$ cat src/rtl/stack_pkg.sv
// Shared types and defaults for the call-stack responder.
package stack_pkg;

    localparam int DATA_W_DEF = 32;

    typedef enum logic [1:0] {
        ST_IDLE,
        ST_ACCESS,
        ST_DONE
    } state_t;

    typedef enum logic [1:0] {
        OP_PUSH,
        OP_POP,
        OP_REPLACE
    } op_t;

endpackage

$ cat src/rtl/stack_ram.sv
// Return-address storage: one synchronous write port, one asynchronous read port, no reset.
module stack_ram #(
    parameter int DEPTH  = 16,
    parameter int DATA_W = 32,
    parameter int AW     = $clog2(DEPTH)
) (
    input  logic              clock,
    input  logic              we,
    input  logic [AW-1:0]     waddr,
    input  logic [DATA_W-1:0] wdata,
    input  logic [AW-1:0]     raddr,
    output logic [DATA_W-1:0] rdata
);

    logic [DATA_W-1:0] mem [DEPTH];

    always_ff @(posedge clock) begin
        if (we) mem[waddr] <= wdata;
    end

    assign rdata = mem[raddr];

endmodule

$ cat src/rtl/call_stack_responder.sv
// Responder for CALL/RET stack requests with req/ack handshake and fixed access latency.
// Build option: STACK_BOUNDS_CHECK_EN drops overflow/underflow accesses and flags stack_err.
//
// state     | meaning
// ST_IDLE   | waiting for push_req/pop_req
// ST_ACCESS | counting down access latency, commit on count 0
// ST_DONE   | req_ack (and stack_err) high for this one cycle
module call_stack_responder
    import stack_pkg::*;
#(
    parameter int DEPTH   = 16,
    parameter int LATENCY = 1,
    parameter int DATA_W  = DATA_W_DEF
) (
    input  logic                     clock,
    input  logic                     reset_n,
    input  logic                     push_req,
    input  logic                     pop_req,
    input  logic [DATA_W-1:0]        push_data,
    output logic                     req_ack,
    output logic [DATA_W-1:0]        top_of_stack,
    output logic [$clog2(DEPTH):0]   sp,
    output logic                     full,
    output logic                     empty,
    output logic                     stack_err
);

    localparam int AW = $clog2(DEPTH);
    localparam int SW = AW + 1;
    localparam int CW = (LATENCY > 1) ? $clog2(LATENCY) : 1;
`ifdef STACK_BOUNDS_CHECK_EN
    localparam bit BOUNDS_CHK = 1'b1;
`else
    localparam bit BOUNDS_CHK = 1'b0;
`endif

    state_t            state, state_nxt;
    op_t               op_q, op_nxt;
    logic [CW-1:0]     cnt, cnt_nxt;
    logic [DATA_W-1:0] data_q, data_nxt;
    logic [AW-1:0]     wptr, wptr_nxt;
    logic [SW-1:0]     sp_q, sp_nxt;
    logic              err_q, err_nxt;
    logic [DATA_W-1:0] top_q;
    logic              we;
    logic [AW-1:0]     waddr;
    logic [AW-1:0]     top_addr;
    logic [DATA_W-1:0] rd_data;

    assign full     = (sp_q == SW'(DEPTH));
    assign empty    = (sp_q == '0);
    assign top_addr = wptr - AW'(1);

    always_ff @(posedge clock or negedge reset_n) begin
        if (!reset_n) begin
            state  <= ST_IDLE;
            op_q   <= OP_PUSH;
            cnt    <= '0;
            data_q <= '0;
            wptr   <= '0;
            sp_q   <= '0;
            err_q  <= 1'b0;
            top_q  <= '0;
        end else begin
            state  <= state_nxt;
            op_q   <= op_nxt;
            cnt    <= cnt_nxt;
            data_q <= data_nxt;
            wptr   <= wptr_nxt;
            sp_q   <= sp_nxt;
            err_q  <= err_nxt;
            top_q  <= empty ? '0 : rd_data;
        end
    end

    always_comb begin
        state_nxt = state;
        op_nxt    = op_q;
        cnt_nxt   = cnt;
        data_nxt  = data_q;
        wptr_nxt  = wptr;
        sp_nxt    = sp_q;
        err_nxt   = err_q;
        we        = 1'b0;
        waddr     = wptr;
        case (state)
            ST_IDLE, ST_DONE: begin
                // DONE also samples, so a held request restarts without an idle gap
                err_nxt   = 1'b0;
                state_nxt = ST_IDLE;
                if (push_req || pop_req) begin
                    op_nxt    = (push_req && pop_req) ? OP_REPLACE :
                                (push_req ? OP_PUSH : OP_POP);
                    data_nxt  = push_data;
                    cnt_nxt   = CW'(LATENCY - 1);
                    state_nxt = ST_ACCESS;
                end
            end
            ST_ACCESS: begin
                if (cnt != '0) begin
                    cnt_nxt = cnt - CW'(1);
                end else begin
                    state_nxt = ST_DONE;
                    case (op_q)
                        OP_POP: begin
                            if (empty) begin
                                err_nxt = BOUNDS_CHK;
                            end else begin
                                wptr_nxt = wptr - AW'(1);
                                sp_nxt   = sp_q - SW'(1);
                            end
                        end
                        OP_REPLACE: begin
                            we = 1'b1;
                            if (empty) begin
                                wptr_nxt = wptr + AW'(1);
                                sp_nxt   = sp_q + SW'(1);
                            end else begin
                                waddr = top_addr;
                            end
                        end
                        default: begin
                            // full without bounds check: overwrite the oldest slot
                            if (full && BOUNDS_CHK) begin
                                err_nxt = 1'b1;
                            end else begin
                                we       = 1'b1;
                                wptr_nxt = wptr + AW'(1);
                                if (!full) sp_nxt = sp_q + SW'(1);
                            end
                        end
                    endcase
                end
            end
            default: state_nxt = ST_IDLE;
        endcase
    end

    stack_ram #(
        .DEPTH  (DEPTH),
        .DATA_W (DATA_W),
        .AW     (AW)
    ) u_ram (
        .clock (clock),
        .we    (we),
        .waddr (waddr),
        .wdata (data_q),
        .raddr (top_addr),
        .rdata (rd_data)
    );

    assign req_ack      = (state == ST_DONE);
    assign stack_err    = err_q;
    assign top_of_stack = top_q;
    assign sp           = sp_q;

endmodule

$ cat config.mk
export PLATFORM = sky130hd
export DESIGN_NAME = call_stack_responder
export DESIGN_NICKNAME = d
export VERILOG_FILES = /design/src/rtl/stack_pkg.sv /design/src/rtl/stack_ram.sv /design/src/rtl/call_stack_responder.sv
export SDC_FILE = /design/constraint.sdc
export NUM_CORES = 1
export LEC_CHECK = 0
export CAP_MARGIN = 15
export CORE_MARGIN = 4
export CORE_UTILIZATION = 45
export CTS_BUF_LIST = sky130_fd_sc_hd__clkbuf_4 sky130_fd_sc_hd__clkbuf_8
export CTS_CLUSTER_SIZE = 14
export DETAILED_ROUTE_END_ITERATION = 12
export SETUP_SLACK_MARGIN = 0.4
export SLEW_MARGIN = 20
export SYNTH_ARGS = -nofsm -noshare
export SYNTH_HDL_FRONTEND = slang
export SYNTH_SLANG_ARGS = --single-unit
$ cat constraint.sdc
create_clock -name clock -period 4.1 [get_ports clock]
set_input_delay 0.41 -clock clock [delete_from_list [all_inputs] [get_ports clock]]
set_output_delay 0.41 -clock clock [all_outputs]
set_load 0.005 [all_outputs]
==> results of run 1 <==
-- worst max-delay path by stage --
stage	slack, ps	end	start	depth (start not counted)
2_1_floorplan	280	u_ram.mem[0][0]	wptr[0]	10
5_1_grt	670	u_ram.mem[8][26]	sp[1]	6
4_1_cts	840	u_ram.mem[8][25]	sp[1]	6
6_report	870	u_ram.mem[8][25]	sp[1]	6
3_3_place_gp	880	u_ram.mem[8][29]	sp[1]	6
3_5_place_dp	850	u_ram.mem[8][30]	sp[1]	6
-- critical path: cells and delay by family (launching register included) --
family,cells,cell delay [ps]
AO/OA/AOI/OAI,1,380
AND/OR/NAND/NOR,4,1670
flip-flops,1,440
buffers and inverters,1,410
-- through the flow --
stage                     setup slack, ps  area, um^2
final                                 869       26300
after global routing                  666       26300
after CTS                             836       26300
after detailed placement              852       24300
after global placement                878       24300
after floorplan                       275       22500
-- cell type report --
type,count,area [um^2],area share [%]
timing repair buffer,105,1080,4.09
tap,664,831,3.16
multi-input combinational,432,5020,19.1
clock buffer,147,1800,6.84
sequential,589,17300,65.8
clock inverter,35,233,0.885
inverter,8,30.0,0.114
-- power by group through the flow --
stage	combinational, mW	sequential, mW	clock (mW)
6_report	6.42	7.80	5.21
5_1_grt	6.90	7.88	5.64
3_3_place_gp	6.51	7.90	0
3_5_place_dp	6.52	7.93	0
2_1_floorplan	4.46	7.69	0
4_1_cts	6.54	7.81	5.35
-- sequential cells by signal, indices dropped and copies added, names as in the netlist --
name,count
top_of_stack,32
data_q,32
state,2
sp,5
u_ram.mem,512
wptr,4
op_q,2
-- per-layer routing --
layer	part of all wire [%]	wire, um
met1	44	21000
met3	4.9	2310
met5	0	0
met4	1.7	795
met2	49	23400
-- cells in the mapped netlist (3+ instances only) --
cell      instances  area share, %
xnor2_1           6           0.23
edfxtp_1        512             68
nand2b_1          5           0.14
inv_1             6           0.10
mux2i_1          66            2.9
ha_1              5           0.28
clkbuf_1         21           0.35
nor2_1           25           0.42
a21oi_1           8           0.18
mux4_2          128             13
dfrtp_1          77            8.6
buf_4             3           0.10
xor2_1            3           0.12
nand2_1         109            1.8
o22ai_1          33           0.92
buf_2            25           0.56
nor2b_1           3          0.084
buf_1            10           0.17
-- cell families after synthesis --
group | share of synthesized area (%)
and+or+nand+nor | 2.93
xor gates and xnor gates | 0.423
buffers and inverters | 1.36
AOI/OAI and AO/OA | 1.99
muxes | 15.9
DFF | 77.0
other | 0.0167
adders and majority gates | 0.368
-- timing repair --
action | CTS | global route
hold buffers | 1 | 0
hold endpoints to repair | 44 | 0
gates resized for setup | 0 | 0
setup buffers | 0 | 0
endpoints found under the setup margin | 0 | 0
==> key figures, run 1 <==
Detailed routing
  • Final antenna-violating net count: 0
  • DR DRC count: 0
  • TritonRoute pass-1 iters: 5
  • DR vias/cell: 5.42
  • Via Count: around 11000
  • DRT iter0 DRCs: 804
  • Drt wl/cell: 24.0 um
  • Routed WL: approximately 48000 um

Finish
  • Fraction of layout cells with a size suffix above 1: 27.6%
  • Diode count: 0
  • Fin cells: between 1500 and 2000
  • Area growth, synth to finish: 17.1%
  • # fillers: between 3000 and 4000
  • Commonest non-fill, non-tap cell in the layout: edfxtp_1
  • Finished Core Util: roughly 53%
  • NumNets Final: 1275
  • Most frequent cells in the layout: edfxtp_1, mux4_2, clkbuf_8

Place
  • Port buffer count: 75
  • GPL Wtd Cong: approximately 0.78
  • Placed cells: 1797
  • Dpl hpwl: approximately 26000 um

Clock network
  • CTS tree: built
  • Root buf cell: clkbuf_8
  • Clock tree sinks: 589
  • H-tree depth: 3
  • Skew-Pair Late Insertion Delay: 660 ps
  • Max Buffers Root-to-Sink: 3
  • Clock slew at reported path FFs: ~60 ps
  • Num CTS Buffers: 97

Pwr
  • Sw frac: a little under a third
  • Combinational share of power: 33.0%
  • Internal: 13.2 mW
  • Worst VDD drop: 0.000909 V
  • NetSw: 6.19 mW
  • Pwr Density: 739 nW/um^2
  • Clk network pwr share: 26.8%
  • Sequential Power Share: about 40%
  • Static leakage: around 9 nW
  • Overall Power: 19.4 mW

Yosys
  • Post-Syn Area: 22500 um^2
  • Synthesized instance count: about 1100
  • Post-synth net total: 1131
  • Syn_area_per_cell: between 20 and 25 um^2
  • Synthesized flop and latch total: 589
  • Sequential fraction of the synthesis area: 77.0%
  • Netlist cell types: 55
  • Post-synth EDFFs: 512
  • Synth Flop Type: edfxtp_1
  • YS warnings: 0
  • Asr flop ratio synth: 13.1%

Critical path
  • Reg2reg setup slack: 870 ps
  • Worst path max stage delay: approximately 550 ps
  • CP Cell Sequence: nor4_1, nand2b_1, o311ai_2, nand3_2, nor2_4, buf_4
  • Crit Reg-Reg Endpoint: u_ram.mem[8][25]
  • Reg2reg start: sp[1]
  • Crit path capture type: flip-flop
  • Crit Path Max Fanout: 17
  • Reg2Reg Depth: 6
  • CP max stage cell: nor2_4
  • WP data arrival: 3560 ps
  • Critical path class: flip-flop to flip-flop
  • Critical path required time: 4430 ps
  • Critical Path Start Type: flip-flop

Floorplan
  • Die H: ~230 um
  • Die Width: between 200 and 250 um
  • Die area: between 50000 and 60000 um^2
  • Initial core utilization: 45.7%
  • IO Pins: 77
  • Site row count: 81
  • Core Area: 49200 um^2

Timing
  • Min Tclk post-route: approximately 3200 ps
  • RSZ-0062 raised after global routing: false
  • Final hold slack: 265 ps
  • Max-slew headroom: 29.8%
  • Slew at the pin closest to its max-slew limit: about 1100 ps
  • Final setup TNS: 0 ps
  • Tcrit/Tclk final: 78.8%
  • Layout Skew: about 24 ps
  • Final hold vios: 0
  • Fmax: 310 MHz
  • Setup violators final: 0
  • Final Max Slew Viols: 0

Global route
  • Gr usage total: 18.2%
  • Grt met1 use: 25.6%
  • Vias in the first global route: around 12000
  • Met3 Usage GRT: approximately 3.8%
  • Overflow after GRT: 0
  • Grt met2 use: 29.7%
  • GRT busiest layer: met2
  • Global-route wire length before repair: 72700 um
  • Largest net degree at the start of global routing: about 120
  • Antenna violations before repair: 0

Min path
  • Hold Crit Start: push_data[14]
  • Worst min-delay path class: input pin to flip-flop
  • Hold depth: 3
  • Hold Path Sink: data_q[14]

Job
  • Maxcap violations: 0

Status
  • Status: completed
Power figures use the tool's default switching activity.
==> run 2: changes to the inputs <==
==> constraint.sdc (replaced) <==
create_clock -name clock -period 3.3 [get_ports clock]
set_input_delay 0.33 -clock clock [delete_from_list [all_inputs] [get_ports clock]]
set_output_delay 0.33 -clock clock [all_outputs]
set_load 0.005 [all_outputs]
==> run 2 against run 1 <==
Net effect: sequential cell count unchanged; register-to-register slack worse by 360 ps; clock skew is 0.74 ps higher; utilization up 0.29 points; critical path depth unchanged; wire length rose by 2.0%; setup slack got worse by 360 ps; critical path type unchanged; final cell count is 0.45% higher; clock-buffer cell count grew 1; sequential power increased by 24%; first-iteration DRC count shrank 10%.
==> key figures, run 2 (same netlist as run 1, synthesis figures left out) <==
Detailed routing
  • Routed WL: 48500 um (+2.0%)
  • DRT iter0 DRCs: 720 (-10%)
  • DR DRC count: 0 (unchanged)
  • DR top layer: met4
  • Routed wl met3: 1970 um (-15%)
  • Met2 wire length: 25400 um (+8.2%)
  • Met1 wire length: 20000 um (-4.6%)
  • Final antenna-violating net count: 0 (unchanged)
  • DR vias/cell: 5.39 (-0.51%)
  • Via Count: 10700 (-0.056%)
  • Drt wl/cell: 24.4 um (+1.5%)
  • TritonRoute pass-1 iters: 5 (unchanged)

Floorplan
  • IO Pins: 77 (unchanged)
  • Die area: 53500 um^2 (unchanged)
  • Core Area: 49200 um^2 (unchanged)
  • Site row count: 81 (unchanged)
  • Initial core utilization: 45.7% (unchanged)
  • Die H: 231 um (unchanged)
  • Die Width: 231 um (unchanged)

Clock network
  • Root buf cell: clkbuf_8
  • H-tree depth: 3 (unchanged)
  • Max Buffers Root-to-Sink: 3 (unchanged)
  • CTS tree: built
  • Skew-Pair Late Insertion Delay: 660 ps (about the same)
  • Clock slew at reported path FFs: 60 ps (about the same)
  • Clock tree sinks: 589 (unchanged)
  • Num CTS Buffers: 94 (-3.1%)

Timing
  • RSZ-0062 raised after global routing: false
  • Setup violators final: 0 (unchanged)
  • Max-slew headroom: 34.4% (+4.6 points)
  • Layout Skew: 24.3 ps (+0.736 ps)
  • Tcrit/Tclk final: 84.5% (+5.7 points)
  • Final setup TNS: 0 ps (unchanged)
  • Fmax: 359 MHz (+16%)
  • Min Tclk post-route: 2790 ps (-442 ps)
  • Slew at the pin closest to its max-slew limit: 984 ps (-69.3 ps)
  • Final hold vios: 0 (unchanged)
  • Final Max Slew Viols: 0 (unchanged)

Global route
  • Gr usage total: 18.5% (+0.27 points)
  • Antenna violations before repair: 0 (unchanged)
  • Vias in the first global route: 11400 (-2.4%)
  • Overflow after GRT: 0 (unchanged)
  • Largest net degree at the start of global routing: 71 (-40%)
  • Global-route wire length before repair: 73300 um (+0.74%)

Finish
  • # fillers: 3816 (-1.6%)
  • NumNets Final: 1287 (+0.94%)
  • Largest Register: u_ram.mem
  • Most frequent cells in the layout: edfxtp_1, mux4_2, nand2_1
  • Finished Core Util: 53.8% (+0.29 points)
  • Largest register FFs: 512 (unchanged)
  • Commonest non-fill, non-tap cell in the layout: edfxtp_1
  • Area growth, synth to finish: 17.7%
  • Fraction of layout cells with a size suffix above 1: 28.3% (+0.72 points)
  • Diode count: 0 (unchanged)

Critical path
  • Critical Path Start Type: flip-flop
  • WP data arrival: 3090 ps (-470 ps)
  • CP max stage cell: or4_1
  • Critical path required time: 3600 ps (-830 ps)
  • Worst path max stage delay: 690 ps (+140 ps)
  • Critical path class: flip-flop to flip-flop
  • Crit Path Max Fanout: 32 (+15)
  • Reg2Reg Depth: 6 (unchanged)
  • CP Cell Sequence: or4_1, o211ai_2, xor2_2, nand3b_2, nor2_4, buf_6
  • Crit path capture type: flip-flop

Pwr
  • Pwr Density: 921 nW/um^2 (+25%)
  • Static leakage: 9.07 nW (+0.76%)
  • Worst VDD drop: 0.000820 V (-9.8%)

Job
  • Maxcap violations: 0 (unchanged)

Min path
  • Worst min-delay path class: input pin to flip-flop
  • Hold depth: 3 (unchanged)

Place
  • Port buffer count: 75 (unchanged)
  • Dpl hpwl: 28200 um (+6.8%)
  • GPL Wtd Cong: 0.759 (-3.0%)

Status
  • Status: completed
-- run 2: path summary, 6_finish.rpt --
kind                         startpoint                end  slack, ps
min reg2reg                    state[1]           state[1]        480
max in group asynchronous       reset_n            wptr[0]       2110
max                               sp[1]  u_ram.mem[13][17]        510
max reg2reg                       sp[1]  u_ram.mem[13][17]        510
min                        push_data[2]          data_q[2]        200
min in group asynchronous       reset_n          data_q[8]        380
-- run 2: metal layers --
layer / up-vias / GRT usage [%]
met3: 74 / 3.63
met2: 257 / 31.7
met5: - / 0
met1: 5673 / 24.1
met4: 0 / 5.71
li1: 4724 / -
-- run 2: worst max-delay path: cells and delay by family (launching register included) --
family                 cells  cell delay (ps)
buffers and inverters      1              330
flip-flops                 1              460
AO/OA/AOI/OAI              1              250
XOR/XNOR                   1              130
AND/OR/NAND/NOR            3             1230
-- run 2: stage by stage --
step	cells	worst slack [ps]	area [um^2]	hold WS [ps]	power, mW
6_report	1989	512	26400	199	24.3
5_1_grt	1989	401	26400	141	25.6
4_1_cts	1989	486	26400	140	24.8
3_5_place_dp	1812	372	24500	471	18.5
2_1_floorplan	1089	224	22600	34.4	15.2
3_3_place_gp	1812	375	24500	453	18.5
-- run 2: power breakdown --
part / total (mW) / switching (mW) / internal [mW]
logic: 8.41 / 4.50 / 3.91
registers: 9.69 / 0.619 / 9.07
clock network: 6.25 / 2.75 / 3.49
-- run 2: timing repair --
action                                  4_1_cts  5_1_grt
resized for setup                             2        4
endpoints found under the hold margin        65        0
hold buffers                                  1        0
buffers inserted                              0        0
pin swaps                                     0        0
endpoints found under the setup margin      109       23
-- run 2: final cells by class --
cell class	count	area [um^2]	share of cell area (%)
flip-flops and latches	589	17300	65.5
multi-input cells	432	5030	19.0
clock buffers	148	1770	6.71
repair buffers	120	1300	4.93
well taps	664	831	3.14
clock inverters	28	159	0.601
inverters	8	30.0	0.114
